[src/rtl/dot_product_engine.sv]
// Streaming dot product over two externally held vectors A and B.
// Fetches one element pair per cycle, accumulates products, then holds the result until it is accepted.
module dot_product_engine #(
    parameter int DATA_WIDTH = 8,
    parameter int DEPTH      = 32,
    parameter int ADDR_WIDTH = 5,
    parameter int ACC_WIDTH  = 21
) (
    input  logic                  clk,
    input  logic                  rst_n,
    input  logic                  start,
    input  logic [ADDR_WIDTH:0]   vec_len,
    output logic                  rd_en_a,
    output logic                  rd_en_b,
    output logic [ADDR_WIDTH-1:0] rd_addr_a,
    output logic [ADDR_WIDTH-1:0] rd_addr_b,
    input  logic [DATA_WIDTH-1:0] dout_a,
    input  logic [DATA_WIDTH-1:0] dout_b,
    output logic                  busy,
    output logic [ACC_WIDTH-1:0]  result,
    output logic                  result_valid,
    input  logic                  result_ready,
    output logic                  overflow
);

    localparam int LEN_W  = ADDR_WIDTH + 1;
    localparam int PROD_W = 2 * DATA_WIDTH;
    // Sum is wide enough to expose every bit that carries out of the accumulator.
    localparam int SUM_W  = ((ACC_WIDTH > PROD_W) ? ACC_WIDTH : PROD_W) + 1;
    localparam logic [LEN_W-1:0] DEPTH_L = LEN_W'(DEPTH);

    typedef enum logic [1:0] {
        IDLE,
        FETCH,
        DRAIN,
        HOLD
    } state_e;

    state_e                 state_q, state_d;
    logic [LEN_W-1:0]       len_q, len_d;
    logic [LEN_W-1:0]       cnt_q, cnt_d;
    logic [ACC_WIDTH-1:0]   acc_q, acc_d;
    logic                   ovf_q, ovf_d;
    logic                   dvalid_q, dvalid_d;

    logic [PROD_W-1:0]      product;
    logic [SUM_W-1:0]       sum;
    logic                   fetching;

    assign product  = PROD_W'(dout_a) * PROD_W'(dout_b);
    assign sum      = SUM_W'(acc_q) + SUM_W'(product);
    assign fetching = (state_q == FETCH);

    always_comb begin
        // NOTE: every next-state signal gets a default first so no path infers a latch.
        state_d  = state_q;
        len_d    = len_q;
        cnt_d    = cnt_q;
        acc_d    = acc_q;
        ovf_d    = ovf_q;
        dvalid_d = fetching;

        // Read data arrives one cycle after its strobe; dvalid_q tracks that.
        if (dvalid_q) begin
            acc_d = sum[ACC_WIDTH-1:0];
            ovf_d = ovf_q | (|sum[SUM_W-1:ACC_WIDTH]);
        end

        unique case (state_q)
            IDLE: begin
                if (start) begin
                    len_d   = (vec_len > DEPTH_L) ? DEPTH_L : vec_len;
                    acc_d   = '0;
                    ovf_d   = 1'b0;
                    cnt_d   = '0;
                    state_d = (len_d == '0) ? HOLD : FETCH;
                end
            end
            FETCH: begin
                cnt_d = cnt_q + 1'b1;
                if (cnt_q == len_q - 1'b1) begin
                    state_d = DRAIN;
                end
            end
            DRAIN: begin
                state_d = HOLD;
            end
            HOLD: begin
                if (result_ready) begin
                    state_d = IDLE;
                end
            end
            default: begin
                state_d = IDLE;
            end
        endcase
    end

    always_ff @(posedge clk or negedge rst_n) begin
        if (!rst_n) begin
            state_q  <= IDLE;
            len_q    <= '0;
            cnt_q    <= '0;
            acc_q    <= '0;
            ovf_q    <= 1'b0;
            dvalid_q <= 1'b0;
        end else begin
            state_q  <= state_d;
            len_q    <= len_d;
            cnt_q    <= cnt_d;
            acc_q    <= acc_d;
            ovf_q    <= ovf_d;
            dvalid_q <= dvalid_d;
        end
    end

    assign rd_en_a      = fetching;
    assign rd_en_b      = fetching;
    assign rd_addr_a    = fetching ? cnt_q[ADDR_WIDTH-1:0] : '0;
    assign rd_addr_b    = fetching ? cnt_q[ADDR_WIDTH-1:0] : '0;
    assign busy         = (state_q != IDLE);
    assign result_valid = (state_q == HOLD);
    assign result       = acc_q;
    assign overflow     = ovf_q;

endmodule

[config.mk]
export PLATFORM = sky130hd
export DESIGN_NAME = dot_product_engine
export DESIGN_NICKNAME = d
export VERILOG_FILES = /design/src/rtl/dot_product_engine.sv
export SDC_FILE = /design/constraint.sdc
export NUM_CORES = 1
export LEC_CHECK = 0
export CAP_MARGIN = 30
export CORE_UTILIZATION = 30
export CTS_CLUSTER_DIAMETER = 60
export DETAILED_ROUTE_END_ITERATION = 10
export PLACE_DENSITY_LB_ADDON = 0.3
export SLEW_MARGIN = 25
export SYNTH_ARGS = -nofsm -noshare
export SYNTH_HDL_FRONTEND = slang
export SYNTH_SLANG_ARGS = --single-unit
export TNS_END_PERCENT = 20
[constraint.sdc]
create_clock -name clk -period 4 [get_ports clk]
set_input_delay 0.8 -clock clk [delete_from_list [all_inputs] [get_ports clk]]
set_output_delay 0.8 -clock clk [all_outputs]
set_load 0.01 [all_outputs]
; Yosys cells after proc, flatten, opt, wreduce, memory -nomap -nowiden
; Cells that the tools add are included.
; W data, S select, Z words.
[totals]
latchBits = 0
romBits = 0
ff_bits = 37
memories = 0
elab_cells = 41
inputBits = 26
output_inout_bits = 36
ram_bits = 0
[classes]
n_reduce_logical = 7
addsub = 3
bitwise_logic = 1
order_cmp = 1
n_mux = 15
n_mul = 1
n_shift = 0
n_div = 0
eq_ne = 7
[op_table]
columns = cell, n
row1 = $mux W21, 3
row2 = $add A21 B16 Y22, 1
row3 = $mul A8 B8 Y16, 1
row4 = $mux W6, 2
row5 = $pmux W6 S2, 1
row6 = $mux W2, 4
row7 = $pmux W2 S4, 1
row8 = $add A6 B1 Y6 const B, 1
row9 = $eq A6 B6 Y1, 1
row10 = $gt A6 B6 Y1 const B, 1
row11 = $logic_not A6 Y1, 1
row12 = $sub A6 B1 Y6 const B, 1
row13 = $mux W5, 1
row14 = $eq A2 B2 Y1 const B, 2
row15 = $ne A2 B1 Y1 const B, 2
row16 = $reduce_and A2 Y1, 2
row17 = $reduce_bool A2 Y1, 2
row18 = $mux W1, 3
row19 = $reduce_and A3 Y1, 1
row20 = $eq A2 B1 Y1 const B, 1
row21 = $logic_not A2 Y1, 1
row22 = $ne A2 B2 Y1 const B, 1
row23 = $or A1 B1 Y1, 1

; Logic depth before layout (Yosys ltp)
; Gate-level depths: netlist (run 1).
[logic_depth]
ltp_word = 6
mapped_depth = 17
ltp_nobuf = 15

; Worst setup path before layout (run 1)
; No wires, ideal clock.
[synth_path]
path_type = input to register
start = input dout_b[1]
end = register acc_q[16] (netlist: result[16])
arrival_time_ns = 4.585
setup_ns = 0.142
path_buffers = 1
required_ns = 3.858
path_slack_ns = -0.726
cell_stages = 15
cell_sequence = clkbuf_1 -> nand2_1 -> fa_1 -> inv_1 -> fa_1 -> fa_1 -> inv_1 -> fa_1 -> inv_1 -> ha_1 -> a21o_1 -> a21o_1 -> a211oi_1 -> or4_1 -> o221ai_1
[synth_between]
elab_chain_len = 5
[synth_lines]
columns = item, line_no
row1 = from (decl), 18  ; input logic [DATA_WIDTH-1:0] dout_b,
row2 = $mul A8 B8 Y16 *, 50  ; assign product = PROD_W'(dout_a) * PROD_W'(dout_b);
row3 = $add A21 B16 Y22 *, 51  ; assign sum = SUM_W'(acc_q) + SUM_W'(product);
row4 = $mux W21 *, 64  ; if (dvalid_q) begin
row5 = $mux W21, 71  ; if (start) begin
row6 = $mux W21 *, 69  ; unique case (state_q)
row7 = via acc_d[16], 42  ; logic [ACC_WIDTH-1:0] acc_q, acc_d;
row8 = to (signal assigned), 104  ; acc_q <= '0;
row9 = to (signal assigned), 111  ; acc_q <= acc_d;
row10 = to (decl), 42
; Mark *: on every way through the listed nets, which the timed path passes. The rest lies on a longest branch.
; A chain may end at the register's enable or synchronous reset.

; Worst setup path after layout (run 1)
[layout_path]
start = input dout_a[5]
end = register acc_q[17] (netlist: result[17])
[layout_between]
elab_chain_len = 5
[layout_lines]
columns = item, line_no
row1 = from (decl), 17  ; input logic [DATA_WIDTH-1:0] dout_a,
row2 = $mul A8 B8 Y16 *, 50
row3 = $add A21 B16 Y22 *, 51
row4 = $mux W21 *, 64
row5 = $mux W21, 71
row6 = $mux W21 *, 69
row7 = via acc_d[17], 42
; Marks and branches as above.

==> flow_summary_export.csv, run 1 <==
group,metric,value,unit
critical_path,reg2reg_to,"result[17]$_DFF_PN0_",
cts,cts_root_buffer,"clkbuf_16",
power,p_int,3.36,mW
finish,final_cell_mix,"94 x inv_1, 76 x buf_4, 46 x fa_1",
drt,routedWlPerCell,13.8,um
power,p_comb_frac,0.831,
critical_path,r2r-start,"result[6]$_DFF_PN0_",
timing,skew,0.00551,ns
timing,tightest_slew,0.551,ns
floorplan,rows,45,
drt,dr.max_layer_used,"met4",
global_routing,grt_max_degree,38,
timing,finalCritPeriodShare,1.10,
drt,drt_pass1_iterations,6,
yosys,postSynthAreaPerCell,8.68,um2
global_routing,grt_pass1_vias,4512,
floorplan,initial_core_util,0.311,
yosys,synth.largest_area_cell,"fa_1",
floorplan,fp.dieH,128,um
yosys,synth-edff-count,0,
critical_path,cp.required,4.15,ns
finish,layout_commonest_cell,"inv_1",
min_path,hold_path.class,"in -> async",
yosys,syn-num-nets,671,
timing,setup_ws,-0.396,ns
power,p_switching,2.94,mW
finish,nNetsFinal,792,
critical_path,reg2reg_depth,14,
yosys,synth.area.top_cells,"fa_1 21%, dfrtp_1 19%, ha_1 12%, inv_1 8.0%, and2_1 5.7%",
finish,area_growth,36.9,%
floorplan,coreArea,0.0153,mm2
global_routing,gr-total-overflow,0,
cts,cts.clk_slew.worst_paths,0.06,ns
critical_path,worstPathMaxFanout,3,
placed_design,gp_congestion,0.835,
cts,cts_buffer_depth,2,
yosys,ys_seq_elements,37,
drt,vias,4115,
finish,nFillCells,1517,
global_routing,grt_pass1_wl,21.4,mm
drt,drc_errors,0,
floorplan,die_w,128,um
power,seqPwrFrac,0.108,
global_routing,grt_usage,0.162,
outcome,status,"finished, violations left",
power,leakage,3.16,nW
cts,tritoncts,"done",
finish,final-seq-area,926,um2
yosys,ys.flop_type,"dfrtp_1",
timing,grt_setup_unrepaired,"true",
timing,relSlewSlack,0.633,
cts,numCtsBuffers,5,
finish,antennaDiodeCount,0,
placed_design,placed_area,0.00615,mm2
global_routing,antenna_found_initial,0,
placed_design,port_buffers,61,
outcome,violations,"setup timing",
power,power.total,6.30,mW
yosys,syn_inst,548,
timing,fin_crit,4.40,ns
timing,fmax,227,MHz
timing,drv_slew,0,
drt,routed-wl-met3,391,um
finish,stdcell_count,881,
flow_run,drv_cap,0,
critical_path,end_kind,"register",
yosys,synthArstFlopShare,1.00,
power,power.share.clock,0.061,
finish,fin_area,0.00651,mm2
drt,vias_per_cell,4.67,
drt,drt-met1-wl,5.90,mm
finish,multiInputGateArea,0.00362,mm2
critical_path,startpoint_type,"primary input",
critical_path,crit_type,"in -> reg",
yosys,netlist_area,0.00476,mm2
drt,dr_wl_met2,5.66,mm
placed_design,dpl.hpwl,9.91,mm
yosys,seq_area_frac_synth,0.195,
timing,final_hold_viol_count,0,
drt,first_iter_violations,188,
power,peakVddDrop,0.492,mV
cts,cts.sinks,37,
placed_design,dp.cells,865,
critical_path,arrival,4.55,ns
power,power-per-cell-area,967,mW/mm2
drt,postRouteAntennaNets,0,
timing,holdWs,0.415,ns
yosys,synth.distinct_cells,51,
timing,setup_viol,14,
critical_path,rrSetupSlack,-0.10,ns
timing,fin_setup_tns,-4.21,ns
cts,clk_latency,0.28,ns
power,swShare,0.467,
yosys,yosys_warnings,0,
drt,wl,12.2,mm
floorplan,die_area,0.0164,mm2
finish,drive_gt1_frac,0.222,
yosys,netlist.area_leader.share,0.210,
floorplan,io_pins,62,
cts,htree_num_levels,2,
## Yosys cell counts (all sizes together) (11+ instances only)
master / instances
a21oi: 15
and2: 43
clkbuf: 14
dfrtp: 37
fa: 50
ha: 47
inv: 101
mux2i: 11
nand2: 54
nor2: 33
o21ai: 17
## cell type report
type,instances,share of cell area
multi-input cells,390,0.557
repair buffers,134,0.181
inverters,101,0.0582
clock buffers,8,0.0209
well taps,211,0.0406
flip-flops and latches,37,0.142
## routing by layer
metal | GRT usage | vias up
met5 | 0 | -
met4 | 0.0498 | 0
met3 | 0.0192 | 22
met2 | 0.276 | 89
met1 | 0.214 | 1984
li1 | - | 2020
## repair_timing
item	CTS	global route
setup buffers	7	1
hold buffers	0	0
endpoints found under the setup margin	18	15
gates resized for setup	109	13
pin swaps	37	14
## worst max-delay path: stages
cell and delay [ns]:
buf_8 0.09, buf_6 0.10, nand2_4 0.04, fa_1 0.51, inv_2 0.04, fa_1 0.50
inv_1 0.05, fa_1 0.48, fa_1 0.54, inv_2 0.05, ha_4 0.24, o211ai_1 0.28
o21ai_1 0.16, a221o_1 0.38, a22oi_1 0.20, o31ai_1 0.09
## power groups by stage
stage / logic [mW] / registers (mW) / clock network (mW)
floorplan: 3.14 / 0.673 / 0
global placement: 4.76 / 0.683 / 0
detailed placement: 4.83 / 0.686 / 0
CTS: 5.20 / 0.682 / 0.397
global route: 5.87 / 0.702 / 0.407
finish: 5.24 / 0.680 / 0.382
## flip-flops by register name, summed over array words and instances, names as in the netlist
signal	flops
result	21
cnt_q	6
len_q	6
state_q	2
dvalid_q	1
overflow	1
## cells by family (layout without fill, tap and decap cells)
group / count (synthesis) / after routing / synth area share
and+or+nand+nor: 177 / 177 / 0.188
AOI/OAI and AO/OA: 86 / 86 / 0.124
adders and majority gates: 97 / 97 / 0.334
muxes: 13 / 13 / 0.0279
buffers and inverters: 121 / 243 / 0.100
xor gates and xnor gates: 17 / 17 / 0.0313
DFF: 37 / 37 / 0.195
## how the worst max path moves through the flow
stage / slack [ns] / end / start / cells past startpoint
floorplan: -0.35 / result[19]$_DFF_PN0_ / dout_b[0] / 15
global placement: -1.21 / result[18]$_DFF_PN0_ / dout_b[3] / 16
detailed placement: -1.27 / result[17]$_DFF_PN0_ / dout_a[3] / 15
CTS: -0.41 / result[19]$_DFF_PN0_ / dout_a[5] / 16
global route: -0.63 / result[19]$_DFF_PN0_ / dout_a[5] / 16
finish: -0.40 / result[17]$_DFF_PN0_ / dout_a[5] / 16
## through the flow
stage                     setup slack (ns)   util
after floorplan                     -0.346      -
after CTS                           -0.409  0.420
after global routing                -0.626  0.425
final                               -0.396  0.425
after detailed placement             -1.27  0.401
after global placement               -1.21  0.401
(Power assumes the default switching activity.)
==> run 2, diff against run 1 <==
- SETUP_SLACK_MARGIN: default -> 0.5
==> flow_summary_export.csv, run 2 (synthesis gave the netlist of run 1 again) <==
group,metric,value,unit
finish,nFillCells,1526,
drt,postRouteAntennaNets,0,
timing,finalCritPeriodShare,1.10,
power,power.total,6.28,mW
critical_path,reg2reg_depth,14,
global_routing,grt_usage,0.162,
drt,first_iter_violations,175,
finish,antennaDiodeCount,0,
cts,cts_buffer_depth,2,
drt,vias_per_cell,4.68,
finish,final_cell_mix,"95 x inv_1, 78 x buf_4, 47 x fa_1",
critical_path,critical_path_buf_inv_count,5,
critical_path,startpoint_type,"primary input",
cts,htree_num_levels,2,
drt,vias,4119,
finish,final_util,0.423,
global_routing,grt_pass1_vias,4512,
cts,cts.clk_slew.worst_paths,0.06,ns
critical_path,crit_start,"dout_a[5]",
drt,wl,12.2,mm
placed_design,port_buffers,61,
global_routing,grt_max_degree,38,
floorplan,initial_core_util,0.311,
global_routing,grt_pass1_wl,21.4,mm
timing,fin_crit,4.39,ns
placed_design,gp_congestion,0.835,
timing,grt_setup_unrepaired,"true",
cts,cts.sinks,37,
critical_path,crit_path_cell_trace,"buf_8 > buf_6 > nand2_4 > fa_1 > inv_2 > fa_1 > inv_1 > fa_1 > fa_1 > inv_2 > ha_4 > o211ai_1 > o21ai_1 > a221o_1 > nor3b_1 > nor3_1",
cts,numCtsBuffers,5,
critical_path,crit_type,"in -> reg",
finish,area_growth,36.2,%
timing,setup_ws,-0.393,ns
cts,postCtsHoldBufs,0,
placed_design,dpl.hpwl,9.91,mm
drt,drc_errors,0,
flow_run,drv_cap,0,
finish,fin_area,0.00648,mm2
power,power-per-cell-area,970,mW/mm2
critical_path,cpMostUsedCell,"fa_1",
floorplan,fp.dieH,128,um
power,leakage,3.15,nW
timing,skew,0.00534,ns
global_routing,antenna_found_initial,0,
finish,largest_register_ffs,21,
min_path,hold_path.class,"in -> async",
timing,final_hold_viol_count,0,
floorplan,rows,45,
critical_path,critPathTopFamily,"adder cells",
timing,fmax,228,MHz
power,peakVddDrop,0.483,mV
critical_path,worstPathMaxFanout,7,
critical_path,rrSetupSlack,-0.08,ns
cts,clk_latency,0.28,ns
floorplan,die_area,0.0164,mm2
finish,drive_gt1_frac,0.219,
finish,layout_commonest_cell,"inv_1",
timing,tightest_slew,0.551,ns
finish,stdcell_count,881,
critical_path,end_kind,"register",
cts,tritoncts,"done",
drt,drt_pass1_iterations,5,
global_routing,gr-total-overflow,0,
finish,nNetsFinal,792,
placed_design,preCtsSetupSlack,-1.27,ns
critical_path,reg2reg_to,"result[13]$_DFF_PN0_",
floorplan,io_pins,62,
critical_path,cp.required,4.17,ns
timing,fin_setup_tns,-4.33,ns
timing,setup_viol,14,
timing,drv_slew,0,
outcome,violations,"setup timing",
timing,relSlewSlack,0.633,
drt,routedWlPerCell,13.9,um
floorplan,die_w,128,um
placed_design,dp.cells,865,
critical_path,max_stage_delay,0.54,ns
placed_design,placed_area,0.00615,mm2
floorplan,coreArea,0.0153,mm2
critical_path,arrival,4.56,ns
critical_path,slowest_stage,"fa_1",
outcome,status,"finished, violations left",
cts,cts_root_buffer,"clkbuf_16",
timing,holdWs,0.415,ns
critical_path,r2r-start,"result[6]$_DFF_PN0_",
-- run 2: cell counts in the layout (fill, tap and decap cells not counted) --
No cell type changed its count.
-- run 2: cell type report --
| class | instances | area [um2] | area share |
|---|---|---|---|
| multi-input cells | 390 | 3620 | 0.558 |
| well taps | 211 | 264 | 0.0408 |
| inverters | 101 | 379 | 0.0585 |
| repair buffers | 134 | 1150 | 0.178 |
| clock buffers | 8 | 136 | 0.0211 |
| flip-flops and latches | 37 | 926 | 0.143 |
-- run 2: layer usage --
layer  GRT usage  up-vias  part of all wire
met3      0.0192       18             0.037
met5           0        -                 0
met1       0.215     1994              0.48
met4      0.0498        0             0.015
li1            -     2017                 -
met2       0.276       90              0.47
-- run 2: worst reg2reg max path, delay by kind of cell, from the launching register on --
kind,cells,cell delay (ns)
compound gates,3,0.82
buf+inv,4,0.21
simple gates,2,0.30
flops,1,0.34
fa+ha+maj,5,2.31
-- run 2: power by group --
group | total [mW] | internal [mW] | leakage (nW) | switching [mW]
logic | 5.22 | 2.59 | 2.61 | 2.63
clock network | 0.382 | 0.232 | 0.0652 | 0.151
registers | 0.680 | 0.526 | 0.477 | 0.154
-- run 2: worst max-delay path by stage --
stage,end,slack (ns),depth (start not counted)
4_1_cts,result[19]$_DFF_PN0_,-0.41,16
5_1_grt,result[19]$_DFF_PN0_,-0.64,16
2_1_floorplan,result[19]$_DFF_PN0_,-0.35,15
3_3_place_gp,result[18]$_DFF_PN0_,-1.21,16
3_5_place_dp,result[17]$_DFF_PN0_,-1.27,15
6_report,result[13]$_DFF_PN0_,-0.39,16
-- run 2: timing repair --
action                     CTS  global route
buffers inserted             7             0
setup endpoints to repair   19            18
resized for setup          110             5
pin swaps                   40            11
==> run 3, diff against run 2 <==
- SLEW_MARGIN: 25 -> default
==> flow_summary_export.csv, run 3 (synthesis gave the netlist of run 1 again) <==
group,metric,value,unit
timing,drv_slew,0,
timing,grt_setup_unrepaired,"true",
drt,vias,4103,
critical_path,critical_path_buf_inv_count,5,
timing,fmax,228,MHz
finish,largest_register_ffs,21,
power,peakVddDrop,0.484,mV
global_routing,grt_pass1_vias,4512,
power,leakage,3.14,nW
cts,cts.clk_slew.worst_paths,0.06,ns
drt,wl,12.1,mm
placed_design,port_buffers,61,
timing,final_hold_viol_count,0,
floorplan,fp.dieH,128,um
outcome,status,"finished, violations left",
critical_path,end_kind,"register",
outcome,violations,"setup timing",
drt,drt_pass1_iterations,6,
finish,drive_gt1_frac,0.218,
global_routing,grt_max_degree,38,
finish,area_growth,35.8,%
cts,numCtsBuffers,5,
floorplan,die_area,0.0164,mm2
min_path,hold_path.class,"reg -> reg",
timing,fin_crit,4.39,ns
cts,cts_buffer_depth,2,
critical_path,crit_cells,16,
critical_path,startpoint_type,"primary input",
critical_path,arrival,4.56,ns
power,power-per-cell-area,973,mW/mm2
finish,nNetsFinal,791,
cts,tritoncts,"done",
critical_path,max_stage_delay,0.54,ns
critical_path,worstPathMaxFanout,7,
timing,setup_viol,14,
global_routing,gr-total-overflow,0,
global_routing,grt_pass1_wl,21.4,mm
power,power.total,6.28,mW
critical_path,reg2reg_depth,14,
timing,finalCritPeriodShare,1.10,
drt,postRouteAntennaNets,0,
critical_path,slowest_stage,"fa_1",
cts,clk_latency,0.28,ns
global_routing,grt_usage,0.162,
min_path,hold_depth,2,
critical_path,crit_path_cell_trace,"buf_8 > buf_6 > nand2_4 > fa_1 > inv_2 > fa_1 > inv_1 > fa_1 > fa_1 > inv_2 > ha_4 > o211ai_1 > o21ai_1 > a221o_1 > nor3b_1 > nor3_1",
drt,drc_errors,0,
finish,layout_commonest_cell,"inv_1",
timing,skew,0.00547,ns
critical_path,cpMostUsedCell,"fa_1",
drt,first_iter_violations,188,
placed_design,gp_congestion,0.835,
flow_run,drv_cap,0,
timing,fin_setup_tns,-4.31,ns
critical_path,critPathTopFamily,"adder cells",
critical_path,crit_type,"in -> reg",
finish,stdcell_count,880,
floorplan,initial_core_util,0.311,
cts,cts.sinks,37,
cts,cts_root_buffer,"clkbuf_16",
placed_design,dp.cells,865,
floorplan,die_w,128,um
cts,htree_num_levels,2,
critical_path,cp.required,4.17,ns
drt,routedWlPerCell,13.8,um
floorplan,coreArea,0.0153,mm2
timing,tightest_slew,0.883,ns
timing,setup_ws,-0.393,ns
placed_design,dpl.hpwl,9.91,mm
floorplan,io_pins,62,
finish,antennaDiodeCount,0,
floorplan,rows,45,
drt,vias_per_cell,4.66,
finish,final_cell_mix,"95 x inv_1, 78 x buf_4, 47 x fa_1",
global_routing,antenna_found_initial,0,
timing,relSlewSlack,0.411,
run 3: worst min-delay path, delay by kind of cell (launching register included):
family,cells,cell delay (ns)
simple gates,2,0.12
flops,1,0.37
run 3: routing by layer:
metal	wire (um)	vias up	track usage
met5	0	-	0
met3	398	20	0.0192
met1	5870	1982	0.215
met4	190	0	0.0498
met2	5690	86	0.276
li1	-	2015	-
run 3: repair_timing:
item	4_1_cts	5_1_grt
cloned	0	0
endpoints found under the setup margin	19	18
pin swaps	40	11
setup buffers	7	0
hold buffers	0	0
resized for setup	110	5
run 3: where the power goes:
group | switching [mW] | internal [mW] | total (mW)
logic | 2.63 | 2.59 | 5.22
registers | 0.153 | 0.526 | 0.678
clock network | 0.151 | 0.232 | 0.383
run 3: worst paths after layout:
| kind | slack [ns] | to | start |
|---|---|---|---|
| setup / recovery | -0.39 | result[13]$_DFF_PN0_ | dout_a[5] |
| max in group asynchronous | 2.80 | result[2]$_DFF_PN0_ | rst_n |
| hold / removal | 0.51 | len_q[5]$_DFFE_PN0P_ | len_q[5]$_DFFE_PN0P_ |
| min in group asynchronous | 0.64 | result[16]$_DFF_PN0_ | rst_n |
| setup reg to reg | -0.08 | result[13]$_DFF_PN0_ | result[6]$_DFF_PN0_ |
| hold reg to reg | 0.51 | len_q[5]$_DFFE_PN0P_ | len_q[5]$_DFFE_PN0P_ |
run 3: cell type report:
class	count	area [um2]
Multi-Input combinational cell	390	3620
Sequential cell	37	926
Fill cell	1528	8860
Inverter	101	379
Clock buffer	8	136
Tap cell	211	264
Timing Repair Buffer	133	1130
run 3: per-stage QoR:
| stage | setup slack (ns) | hold WS (ns) | area (um2) | utilization |
|---|---|---|---|---|
| after global routing | -0.643 | 0.545 | 6460 | 0.422 |
| after detailed placement | -1.27 | 0.489 | 6150 | 0.401 |
| final | -0.393 | 0.510 | 6460 | 0.422 |
| after global placement | -1.21 | 0.485 | 6150 | 0.401 |
| after floorplan | -0.346 | 0.467 | 4940 | - |
| after CTS | -0.409 | 0.510 | 6440 | 0.420 |
